===== src/rtl/lcd_pkg.sv =====
// Shared definitions for the HD44780-style LCD controllers: FSM states,
// result/argument bit positions and default 50 MHz bus timing.
package lcd_pkg;

    typedef enum logic [2:0] {
        ST_IDLE,
        ST_SETUP,
        ST_EN_HI,
        ST_EN_LO,
        ST_CHECK
    } lcd_state_e;

    localparam int unsigned DATA_LSB    = 0;
    localparam int unsigned TIMEOUT_BIT = 8;
    localparam int unsigned COUNT_LSB   = 16;

    localparam int unsigned RS_BIT   = 0;
    localparam int unsigned POLL_BIT = 1;

    localparam int unsigned DEF_SETUP_CYCLES   = 3;
    localparam int unsigned DEF_EN_HIGH_CYCLES = 25;
    localparam int unsigned DEF_EN_LOW_CYCLES  = 25;
    localparam int unsigned DEF_MAX_POLLS      = 1000;

    function automatic logic [31:0] pack_result(input logic [15:0] count,
                                                input logic        timeout,
                                                input logic [7:0]  data);
        logic [31:0] r;
        r                     = '0;
        r[DATA_LSB +: 8]      = data;
        r[TIMEOUT_BIT]        = timeout;
        r[COUNT_LSB +: 16]    = count;
        return r;
    endfunction

endpackage


===== src/rtl/lcd_phase_timer.sv =====
// Enable-gated phase counter: clears on request, flags the last cycle of a
// phase whose length is supplied at run time.
module lcd_phase_timer #(
    parameter int unsigned WIDTH = 16
) (
    input  logic             clock,
    input  logic             reset,
    input  logic             en_i,
    input  logic             clr_i,
    input  logic [WIDTH-1:0] limit_i,
    output logic             tc_o
);

    localparam logic [WIDTH-1:0] ONE = {{(WIDTH-1){1'b0}}, 1'b1};

    logic [WIDTH-1:0] count_q, count_d;

    always_comb begin
        count_d = count_q;
        if (clr_i) count_d = '0;
        else       count_d = count_q + ONE;
    end

    always_ff @(posedge clock) begin
        if (reset)     count_q <= '0;
        else if (en_i) count_q <= count_d;
    end

    assign tc_o = (count_q == (limit_i - ONE));

endmodule


===== src/rtl/lcd_reader.sv =====
// LCD read controller behind a Nios II custom-instruction handshake: single
// BF/data reads or busy-flag polling with a bounded number of reads.
module lcd_reader
    import lcd_pkg::*;
#(
    parameter int unsigned SETUP_CYCLES   = DEF_SETUP_CYCLES,
    parameter int unsigned EN_HIGH_CYCLES = DEF_EN_HIGH_CYCLES,
    parameter int unsigned EN_LOW_CYCLES  = DEF_EN_LOW_CYCLES,
    parameter int unsigned MAX_POLLS      = DEF_MAX_POLLS
) (
    input  logic        clock,
    input  logic        reset,
    input  logic        clock_en,
    input  logic        start,
    input  logic [31:0] data_a,
    input  logic [31:0] data_b,
    output logic [31:0] result,
    output logic        done,
    output logic        busy,
    output logic        lcd_rs,
    output logic        lcd_rw,
    output logic        lcd_en,
    input  logic [7:0]  lcd_data_in
);

    localparam logic [15:0] SETUP_L = 16'(SETUP_CYCLES);
    localparam logic [15:0] HIGH_L  = 16'(EN_HIGH_CYCLES);
    localparam logic [15:0] LOW_L   = 16'(EN_LOW_CYCLES);
    localparam logic [15:0] POLLS_L = 16'(MAX_POLLS);

    lcd_state_e  state_q, state_d;
    logic        rs_q, rs_d, rw_q, rw_d, en_q, en_d;
    logic        poll_q, poll_d, done_q, done_d;
    logic [15:0] cnt_q, cnt_d;
    logic [7:0]  data_q, data_d;
    logic [31:0] result_q, result_d;
    logic [15:0] phase_limit;
    logic        tmr_clr, tmr_tc, timeout;

    logic unused_inputs;
    assign unused_inputs = ^{data_b, data_a[31:2]};

    lcd_phase_timer #(.WIDTH(16)) u_timer (
        .clock   (clock),
        .reset   (reset),
        .en_i    (clock_en),
        .clr_i   (tmr_clr),
        .limit_i (phase_limit),
        .tc_o    (tmr_tc)
    );

    assign timeout = poll_q & data_q[7] & (cnt_q == POLLS_L);

    always_comb begin
        state_d     = state_q;
        rs_d        = rs_q;
        rw_d        = rw_q;
        en_d        = en_q;
        poll_d      = poll_q;
        done_d      = done_q;
        cnt_d       = cnt_q;
        data_d      = data_q;
        result_d    = result_q;
        phase_limit = SETUP_L;
        tmr_clr     = 1'b0;
        case (state_q)
            ST_IDLE: begin
                done_d  = 1'b0;
                tmr_clr = 1'b1;
                if (start) begin
                    state_d = ST_SETUP;
                    rs_d    = data_a[RS_BIT] & ~data_a[POLL_BIT];
                    rw_d    = 1'b1;
                    en_d    = 1'b0;
                    poll_d  = data_a[POLL_BIT];
                    cnt_d   = '0;
                end
            end
            ST_SETUP: begin
                phase_limit = SETUP_L;
                if (tmr_tc) begin
                    state_d = ST_EN_HI;
                    en_d    = 1'b1;
                    tmr_clr = 1'b1;
                end
            end
            ST_EN_HI: begin
                phase_limit = HIGH_L;
                if (tmr_tc) begin
                    state_d = ST_EN_LO;
                    en_d    = 1'b0;
                    data_d  = lcd_data_in;
                    cnt_d   = (cnt_q == 16'hFFFF) ? cnt_q : cnt_q + 16'd1;
                    tmr_clr = 1'b1;
                end
            end
            ST_EN_LO: begin
                phase_limit = LOW_L;
                if (tmr_tc) begin
                    state_d = ST_CHECK;
                    tmr_clr = 1'b1;
                end
            end
            ST_CHECK: begin
                tmr_clr = 1'b1;
                // keep polling while the panel still reports busy and budget remains
                if (poll_q && data_q[7] && (cnt_q < POLLS_L)) begin
                    state_d = ST_SETUP;
                end else begin
                    state_d  = ST_IDLE;
                    result_d = pack_result(cnt_q, timeout, data_q);
                    done_d   = 1'b1;
                    rw_d     = 1'b0;
                end
            end
            default: state_d = ST_IDLE;
        endcase
    end

    always_ff @(posedge clock) begin
        if (reset) begin
            state_q  <= ST_IDLE;
            rs_q     <= 1'b0;
            rw_q     <= 1'b0;
            en_q     <= 1'b0;
            poll_q   <= 1'b0;
            done_q   <= 1'b0;
            cnt_q    <= '0;
            data_q   <= '0;
            result_q <= '0;
        end else if (clock_en) begin
            state_q  <= state_d;
            rs_q     <= rs_d;
            rw_q     <= rw_d;
            en_q     <= en_d;
            poll_q   <= poll_d;
            done_q   <= done_d;
            cnt_q    <= cnt_d;
            data_q   <= data_d;
            result_q <= result_d;
        end
    end

    assign result = result_q;
    assign done   = done_q;
    assign busy   = (state_q != ST_IDLE);
    assign lcd_rs = rs_q;
    assign lcd_rw = rw_q;
    assign lcd_en = en_q;

    a_params_legal: assert property (@(posedge clock)
        (SETUP_CYCLES != 0) && (EN_HIGH_CYCLES != 0) && (EN_LOW_CYCLES != 0) &&
        (MAX_POLLS != 0) && (MAX_POLLS <= 65535));

endmodule

===== config.mk =====
export PLATFORM = sky130hd
export DESIGN_NAME = lcd_reader
export DESIGN_NICKNAME = d
export VERILOG_FILES = /design/src/rtl/lcd_pkg.sv /design/src/rtl/lcd_phase_timer.sv /design/src/rtl/lcd_reader.sv
export SDC_FILE = /design/constraint.sdc
export NUM_CORES = 1
export LEC_CHECK = 0
export ABC_AREA = 0
export CORE_MARGIN = 2
export CORE_UTILIZATION = 53
export CTS_CLUSTER_DIAMETER = 40
export DETAILED_ROUTE_END_ITERATION = 8
export GPL_TIMING_DRIVEN = 1
export HOLD_SLACK_MARGIN = 0.15
export PLACE_DENSITY = 0.95
export SYNTH_ARGS = -nofsm -noshare
export SYNTH_HDL_FRONTEND = slang
export SYNTH_HIERARCHICAL = 1
export SYNTH_SLANG_ARGS = --single-unit

===== constraint.sdc =====
create_clock -name clock -period 11.8 [get_ports clock]
set_clock_uncertainty 0.05 [all_clocks]
set_input_delay 2.36 -clock clock [delete_from_list [all_inputs] [get_ports clock]]
set_output_delay 2.36 -clock clock [all_outputs]
set_load 0.02 [all_outputs]

**After elaboration in Yosys (flattened, before gate mapping)**

Index checks and enable logic that the tools add are counted.

- Flip-flop bits (word level): 73
- Input bits: 76
- Word-level logic and storage cells: 73

- Add/subtract/negate cells: 3
- $lt $le $gt $ge: 1
- Equal/unequal tests: 13
- Mux-type cells: 23
- Bitwise gates (word level): 5
- Reduce and logical (&&, ||, !) cells: 18

Operator list:

| cell | count |
|---|---|
| two-way mux 16 bit | 4 |
| adder 16 x 1 -> 16 bit (second input constant) | 2 |
| one-hot mux 16 bit (2 select lines) | 1 |
| == test 16 x 10 -> 1 bit (second input constant) | 1 |
| == test 16 bit | 1 |
| == test 16 bit (second input constant) | 1 |
| < comparator 16 x 10 -> 1 bit (second input constant) | 1 |
| one-hot mux 3 bit (5 select lines) | 1 |
| AND reduction 5 bit | 3 |
| two-way mux 3 bit | 4 |
| != test 2 bit (second input constant) | 6 |
| AND reduction 3 bit | 4 |
| two-way mux 1 bit | 8 |
| == test 3 x 2 -> 1 bit (second input constant) | 2 |
| one-hot mux 1 bit (2 select lines) | 3 |
| nonzero test 3 bit | 2 |
| subtractor 5 x 1 -> 6 bit (second input constant) | 1 |
| two-way mux 5 bit | 1 |
| AND reduction 4 bit | 1 |
| nonzero test 2 bit | 2 |
| OR reduction 2 bit | 2 |
| AND 1 bit | 3 |
| == test 3 x 1 -> 1 bit (second input constant) | 1 |
| == test 3 bit (second input constant) | 1 |
| other kinds (5) | 7 |

**Depth between registers and ports, before layout**

- Depth in word-level cells: 8
- Gate-level depth with buffers: 15

**Modules after synthesis**

The synthesis kept the hierarchy.

By module, submodules not included:

| module | times used | cells an instance | area an instance (µm²) | sequential area each (µm²) |
|---|---|---|---|---|
| lcd_reader | 1 | 317 | 2,939.1 | 1,141.1 |
| lcd_phase_timer | 1 | 152 | 1,243.7 | 320.3 |

**Worst setup path after synthesis**

Ideal clock, no wire load.

- Path type: register to register
- From: reg state_q[1]
- To: reg cnt_q[13]
- Setup time: 0.072 ns
- Arrival time: 3.668 ns
- Required time: 11.678 ns
- Slack: 8.010 ns
- Stages on the path, launching flop included: 16
- Buffers on the path: 1
- Cell sequence: dfxtp_1 -> buf_4 -> nor2b_1 -> inv_1 -> inv_1 -> ha_1 -> xor2_1 -> o211ai_1 -> a211o_1 -> a211oi_2 -> o2111ai_1 -> a211oi_2 -> mux2_2 -> nand3_1 -> a2111oi_0 -> mux2i_1

- Word-level cells in the longest chain between the ends: 7

Ends and longest elaborated chain:

| item | line | source |
|---|---|---|
| from (decl) | lcd_reader.sv:31 | `lcd_state_e state_q, state_d;` |
| from (signal assigned) | lcd_reader.sv:132 | `state_q <= state_d;` |
| == test 3 x 2 -> 1 bit | lcd_reader.sv:66 | `case (state_q)` |
| OR reduction 2 bit (no source line) * | -- |  |
| two-way mux 5 bit * | lcd_reader.sv:66 |  |
| via phase_limit[3] | lcd_reader.sv:37 | `logic [15:0] phase_limit;` |
| subtractor 5 x 1 -> 6 bit * | lcd_phase_timer.sv:29 | `assign tc_o = (count_q == (limit_i - ONE));` |
| == test 16 bit * | lcd_phase_timer.sv:29 |  |
| via tmr_tc | lcd_reader.sv:38 | `logic tmr_clr, tmr_tc, timeout;` |
| != test 2 bit (no source line) * | -- |  |
| AND reduction 5 bit (no source line) * | -- |  |
| to (signal assigned) | lcd_reader.sv:138 | `cnt_q <= cnt_d;` |
| to (decl) | lcd_reader.sv:34 | `logic [15:0] cnt_q, cnt_d;` |

The timed path passes the listed nets; every way through them passes the cells marked *.
A chain may end at the register's enable or synchronous reset.

**Final worst setup path**

- From: in clock_en
- To: reg cnt_q[13]

- Word-level cells in the longest chain between the ends: 1

Ends and longest elaborated chain:

| item | line | source |
|---|---|---|
| from (decl) | lcd_reader.sv:13 | `input logic clock_en,` |
| AND reduction 5 bit (no source line) | -- |  |

No other way between the ends.

==> flow_summary.html <==
<table>
<tr><th>Metric</th><th>Value</th></tr>
<tr><th colspan="2">Setup path</th></tr>
<tr><td>Startpoint types</td><td>primary input</td></tr>
<tr><td>WP data arrival</td><td>4.68 ns</td></tr>
<tr><td>CP max stage delay</td><td>0.85 ns</td></tr>
<tr><td>Crit path cell chain</td><td>clkdlybuf4s50_1 &gt; nor3b_4 &gt; nand3_1 &gt; a2111oi_0 &gt; mux2i_1</td></tr>
<tr><td>Number of buffer and inverter instances along the worst setup path</td><td>1</td></tr>
<tr><td>Cell type of the slowest stage on the worst timing path</td><td>clkdlybuf4s50_1</td></tr>
<tr><td>Critical path peak fanout</td><td>18</td></tr>
<tr><td>Element type at the critical path end</td><td>flop</td></tr>
<tr><td>Gate family responsible for the most delay along the worst path</td><td>buffers and inverters</td></tr>
<tr><td>Type of the setup path with the least slack</td><td>in -&gt; reg</td></tr>
<tr><td>Worst Path Required</td><td>12.03 ns</td></tr>
<tr><th colspan="2">Synthesis</th></tr>
<tr><td>Most frequently used cell type in the post-synthesis netlist</td><td>dfxtp_1</td></tr>
<tr><td>Synthesized netlist cell count</td><td>469</td></tr>
<tr><td>Yosys cell types</td><td>66</td></tr>
<tr><td>Area leader, netlist</td><td>dfxtp_1</td></tr>
<tr><td>Commonest register cell after synthesis</td><td>dfxtp_1</td></tr>
<tr><td>Yosys reg bits</td><td>73</td></tr>
<tr><td>Post-synth EDFFs</td><td>0</td></tr>
<tr><td>Area of the mapped netlist</td><td>4183 µm²</td></tr>
<tr><td>Async set-or-reset flop fraction in the synthesized netlist</td><td>0%</td></tr>
<tr><td>Proportion of netlist area held by the largest area contributor</td><td>34.94%</td></tr>
<tr><td>Most numerous cell types in the synthesized netlist</td><td>dfxtp_1 (73), nand2b_1 (58), mux2i_1 (46)</td></tr>
<tr><td>Top post-synthesis cells by area</td><td>dfxtp_1 (35%), mux2i_1 (11%), nand2b_1 (8.7%), xor2_1 (3.6%), nor2_1 (3.3%)</td></tr>
<tr><td>Warning count from the yosys run</td><td>6</td></tr>
<tr><td>Seq/Total Area, Yosys</td><td>34.94%</td></tr>
<tr><td>Per-instance average area after synthesis</td><td>8.918 µm²</td></tr>
<tr><th colspan="2">STA</th></tr>
<tr><td>Least-Margin Pin Slew</td><td>0.9253 ns</td></tr>
<tr><td>Total Neg Setup Slack</td><td>0 ns</td></tr>
<tr><td>Final clock period utilization by the worst path</td><td>37.65%</td></tr>
<tr><td>Endpoints failing setup</td><td>0</td></tr>
<tr><td>Final hold vios</td><td>0</td></tr>
<tr><td>Max-slew violation count</td><td>0</td></tr>
<tr><td>RSZ-0062 raised after global routing</td><td>no</td></tr>
<tr><td>Smallest setup slack after layout</td><td>7.357 ns</td></tr>
<tr><td>Min Tclk post-route</td><td>4.443 ns</td></tr>
<tr><td>Fmax</td><td>0.2251 GHz</td></tr>
<tr><td>Max_slew headroom</td><td>38.32%</td></tr>
<tr><th colspan="2">GRT</th></tr>
<tr><td>Initial antenna violation count</td><td>0</td></tr>
<tr><td>First-pass GRT wire length</td><td>15600 µm</td></tr>
<tr><td>Maximum number of pins on one net before global-route repair</td><td>73</td></tr>
<tr><td>Total track usage</td><td>22.49%</td></tr>
<tr><td>Vias in the first global route</td><td>3431</td></tr>
<tr><td>Overflow after GRT</td><td>0</td></tr>
<tr><th colspan="2">Power and ir drop</th></tr>
<tr><td>Switching portion of total power</td><td>24.02%</td></tr>
<tr><td>Maximum vdd drop</td><td>0.05055 mV</td></tr>
<tr><td>Static Leakage</td><td>1.742 nW</td></tr>
<tr><td>Switching pwr</td><td>0.1214 mW</td></tr>
<tr><td>Ratio of total power to cell area</td><td>100.6 nW/µm²</td></tr>
<tr><td>Sequential share of power</td><td>49.5%</td></tr>
<tr><td>Gate power share</td><td>7.7%</td></tr>
<tr><td>Clock network power share</td><td>42.8%</td></tr>
<tr><td>Cell internal pwr</td><td>0.3841 mW</td></tr>
<tr><th colspan="2">Floorplanning</th></tr>
<tr><td>Io pins</td><td>113</td></tr>
<tr><td>Standard-cell row count</td><td>32</td></tr>
<tr><td>Core area</td><td>7687 µm²</td></tr>
<tr><td>Die Span Y</td><td>92.84 µm</td></tr>
<tr><td>Initial core utilization</td><td>54.41%</td></tr>
<tr><td>Die area</td><td>8618 µm²</td></tr>
<tr><td>Die boundary width</td><td>92.84 µm</td></tr>
<tr><th colspan="2">Place</th></tr>
<tr><td>Count of port buffers added during placement</td><td>43</td></tr>
<tr><td>HPWL after detailed placement</td><td>6552 µm</td></tr>
<tr><td>Worst Setup Slack post-DPL</td><td>7.038 ns</td></tr>
<tr><td>Final weighted congestion of routability-driven global placement</td><td>0.9084</td></tr>
<tr><th colspan="2">Layout</th></tr>
<tr><td>P&amp;R area growth vs syn</td><td>20.13%</td></tr>
<tr><td>Antenna diodes</td><td>0</td></tr>
<tr><td>Final design utilization</td><td>65.36%</td></tr>
<tr><td>Count of nets after finishing</td><td>635</td></tr>
<tr><td>Proportion of layout cells with a drive suffix above 1</td><td>6.607%</td></tr>
<tr><th colspan="2">CTS</th></tr>
<tr><td>Maximum clock insertion buffer count</td><td>2</td></tr>
<tr><td>Source-to-sink clock delay at the later pin of the worst-skew pair</td><td>0.35 ns</td></tr>
<tr><td>Clock tree from TritonCTS</td><td>built</td></tr>
<tr><td>Maximum level of the CTS H-tree</td><td>3</td></tr>
<tr><td>Clock Root Buffer</td><td>clkbuf_8</td></tr>
<tr><td>Clock-pin slew on the worst setup and hold paths</td><td>0.08 ns</td></tr>
<tr><td>Clock sink count</td><td>73</td></tr>
<tr><td>Total of hold buffers inserted after clock tree synthesis</td><td>0</td></tr>
<tr><td>Setup Buffers After CTS</td><td>0</td></tr>
<tr><td>Resize count post-CTS</td><td>0</td></tr>
<tr><td>TritonCTS buffer count</td><td>9</td></tr>
<tr><th colspan="2">Routing</th></tr>
<tr><td>Total number of vias</td><td>3636</td></tr>
<tr><td>First DRT Iteration DRCs</td><td>281</td></tr>
<tr><td>Number of search-and-repair iterations in the first detailed-routing pass</td><td>5</td></tr>
<tr><td>Count of antenna-violating nets left after detailed routing</td><td>0</td></tr>
<tr><td>Overall routed net length</td><td>9334 µm</td></tr>
<tr><td>Detail-routed net length per standard cell</td><td>14.10 µm</td></tr>
<tr><td>DRC violation count after routing</td><td>0</td></tr>
<tr><td>Ratio of routed vias to standard cells</td><td>5.492</td></tr>
<tr><th colspan="2">Hold path</th></tr>
<tr><td>Path type of the worst min-delay path</td><td>reg -&gt; reg</td></tr>
<tr><th colspan="2">Status</th></tr>
<tr><td>Run status</td><td>completed</td></tr>
<tr><th colspan="2">Job</th></tr>
<tr><td># Max-Cap Violations</td><td>0</td></tr>
</table>
[worst register-to-register path, delay by kind of cell, from the launching register on]
family	cells	cell delay, ns
xor gates and xnor gates	1	0.13
DFF	1	0.58
AOI/OAI and AO/OA	6	1.70
muxes	2	0.60
adders and majority gates	1	0.27
buffers and inverters	3	0.36
and+or+nand+nor	2	0.28
[metal layers]
metal	part of all wire [%]	vias to the layer above	wire, µm	global-route usage [%]
met5	0	-	0	0
met4	2.8	0	258	10.17
met3	6.3	26	588	4.882
met2	49	131	4577	38.53
met1	42	1715	3909	26.86
li1	-	1764	-	-
[flip-flops by register name (all words and copies together), names as in the netlist]
register / flops
result: 25
cnt_q: 16
u_timer/count_q: 16
data_q: 8
state_q: 3
done: 1
lcd_en: 1
lcd_rs: 1
lcd_rw: 1
poll_q: 1
[power by group through the flow]
stage / combinational [mW] / sequential [mW] / clock [mW]
after global placement: 0.0364 / 0.256 / 0
final: 0.0391 / 0.250 / 0.216
after floorplan: 0.0283 / 0.256 / 0
after global routing: 0.0434 / 0.250 / 0.228
after detailed placement: 0.0375 / 0.256 / 0
after CTS: 0.0379 / 0.250 / 0.220
[cells by family after synthesis]
| family | share of synthesized area (%) |
|---|---|
| adders and majority gates | 1.197 |
| other | 0.1795 |
| AOI/OAI and AO/OA | 9.782 |
| DFF | 34.94 |
| xor gates and xnor gates | 6.701 |
| muxes | 11.82 |
| and+or+nand+nor | 30.06 |
| buffers and inverters | 5.324 |
[stage by stage]
| step | std cells | area, µm² | total power, mW | hold WS (ns) |
|---|---|---|---|---|
| 2_1_floorplan | 527 | 4400 | 0.2844 | 0.3818 |
| 3_3_place_gp | 646 | 4806 | 0.2922 | 0.3906 |
| 3_5_place_dp | 646 | 4806 | 0.2934 | 0.3986 |
| 4_1_cts | 662 | 5025 | 0.5075 | 0.4104 |
| 5_1_grt | 662 | 5025 | 0.5220 | 0.4348 |
| 6_report | 662 | 5025 | 0.5055 | 0.4162 |
[worst paths after layout]
path	start	endpoint	slack, ns	cells after the start
worst max-delay path	clock_en	cnt_q[13]	7.36	5
worst min-delay path	lcd_rs	lcd_rs	0.42	2
worst max register to register	state_q[2]	cnt_q[13]	7.75	15
worst min register to register	lcd_rs	lcd_rs	0.42	2
[cell type report]
class,count,area [µm²]
fillers,569,2663
repair buffers,46,447.9
clock inverters,6,91.34
flip-flops and latches,73,1461
clock buffers,10,127.6
well taps,102,127.6
multi-input cells,411,2716
inverters,14,52.55
[placed cells by master, fill, tap and decap left out, types with 4 or more instances in the layout]
cell,n
nor2_1,37
dfxtp_1,73
clkbuf_8,9
inv_1,13
a2111oi_0,5
clkdlybuf4s50_1,42
xor2_1,17
nand2_1,34
nand3_1,12
a31oi_1,6
nand4_1,11
and4_1,5
mux2i_1,46
and3_1,7
ha_1,4
a21oi_1,12
nand3b_1,5
o21ai_0,4
nor4_1,5
conb_1,60
a21o_1,4
nand2b_1,58
nor3_1,4
xnor2_1,15
(Power assumes the default switching activity.)
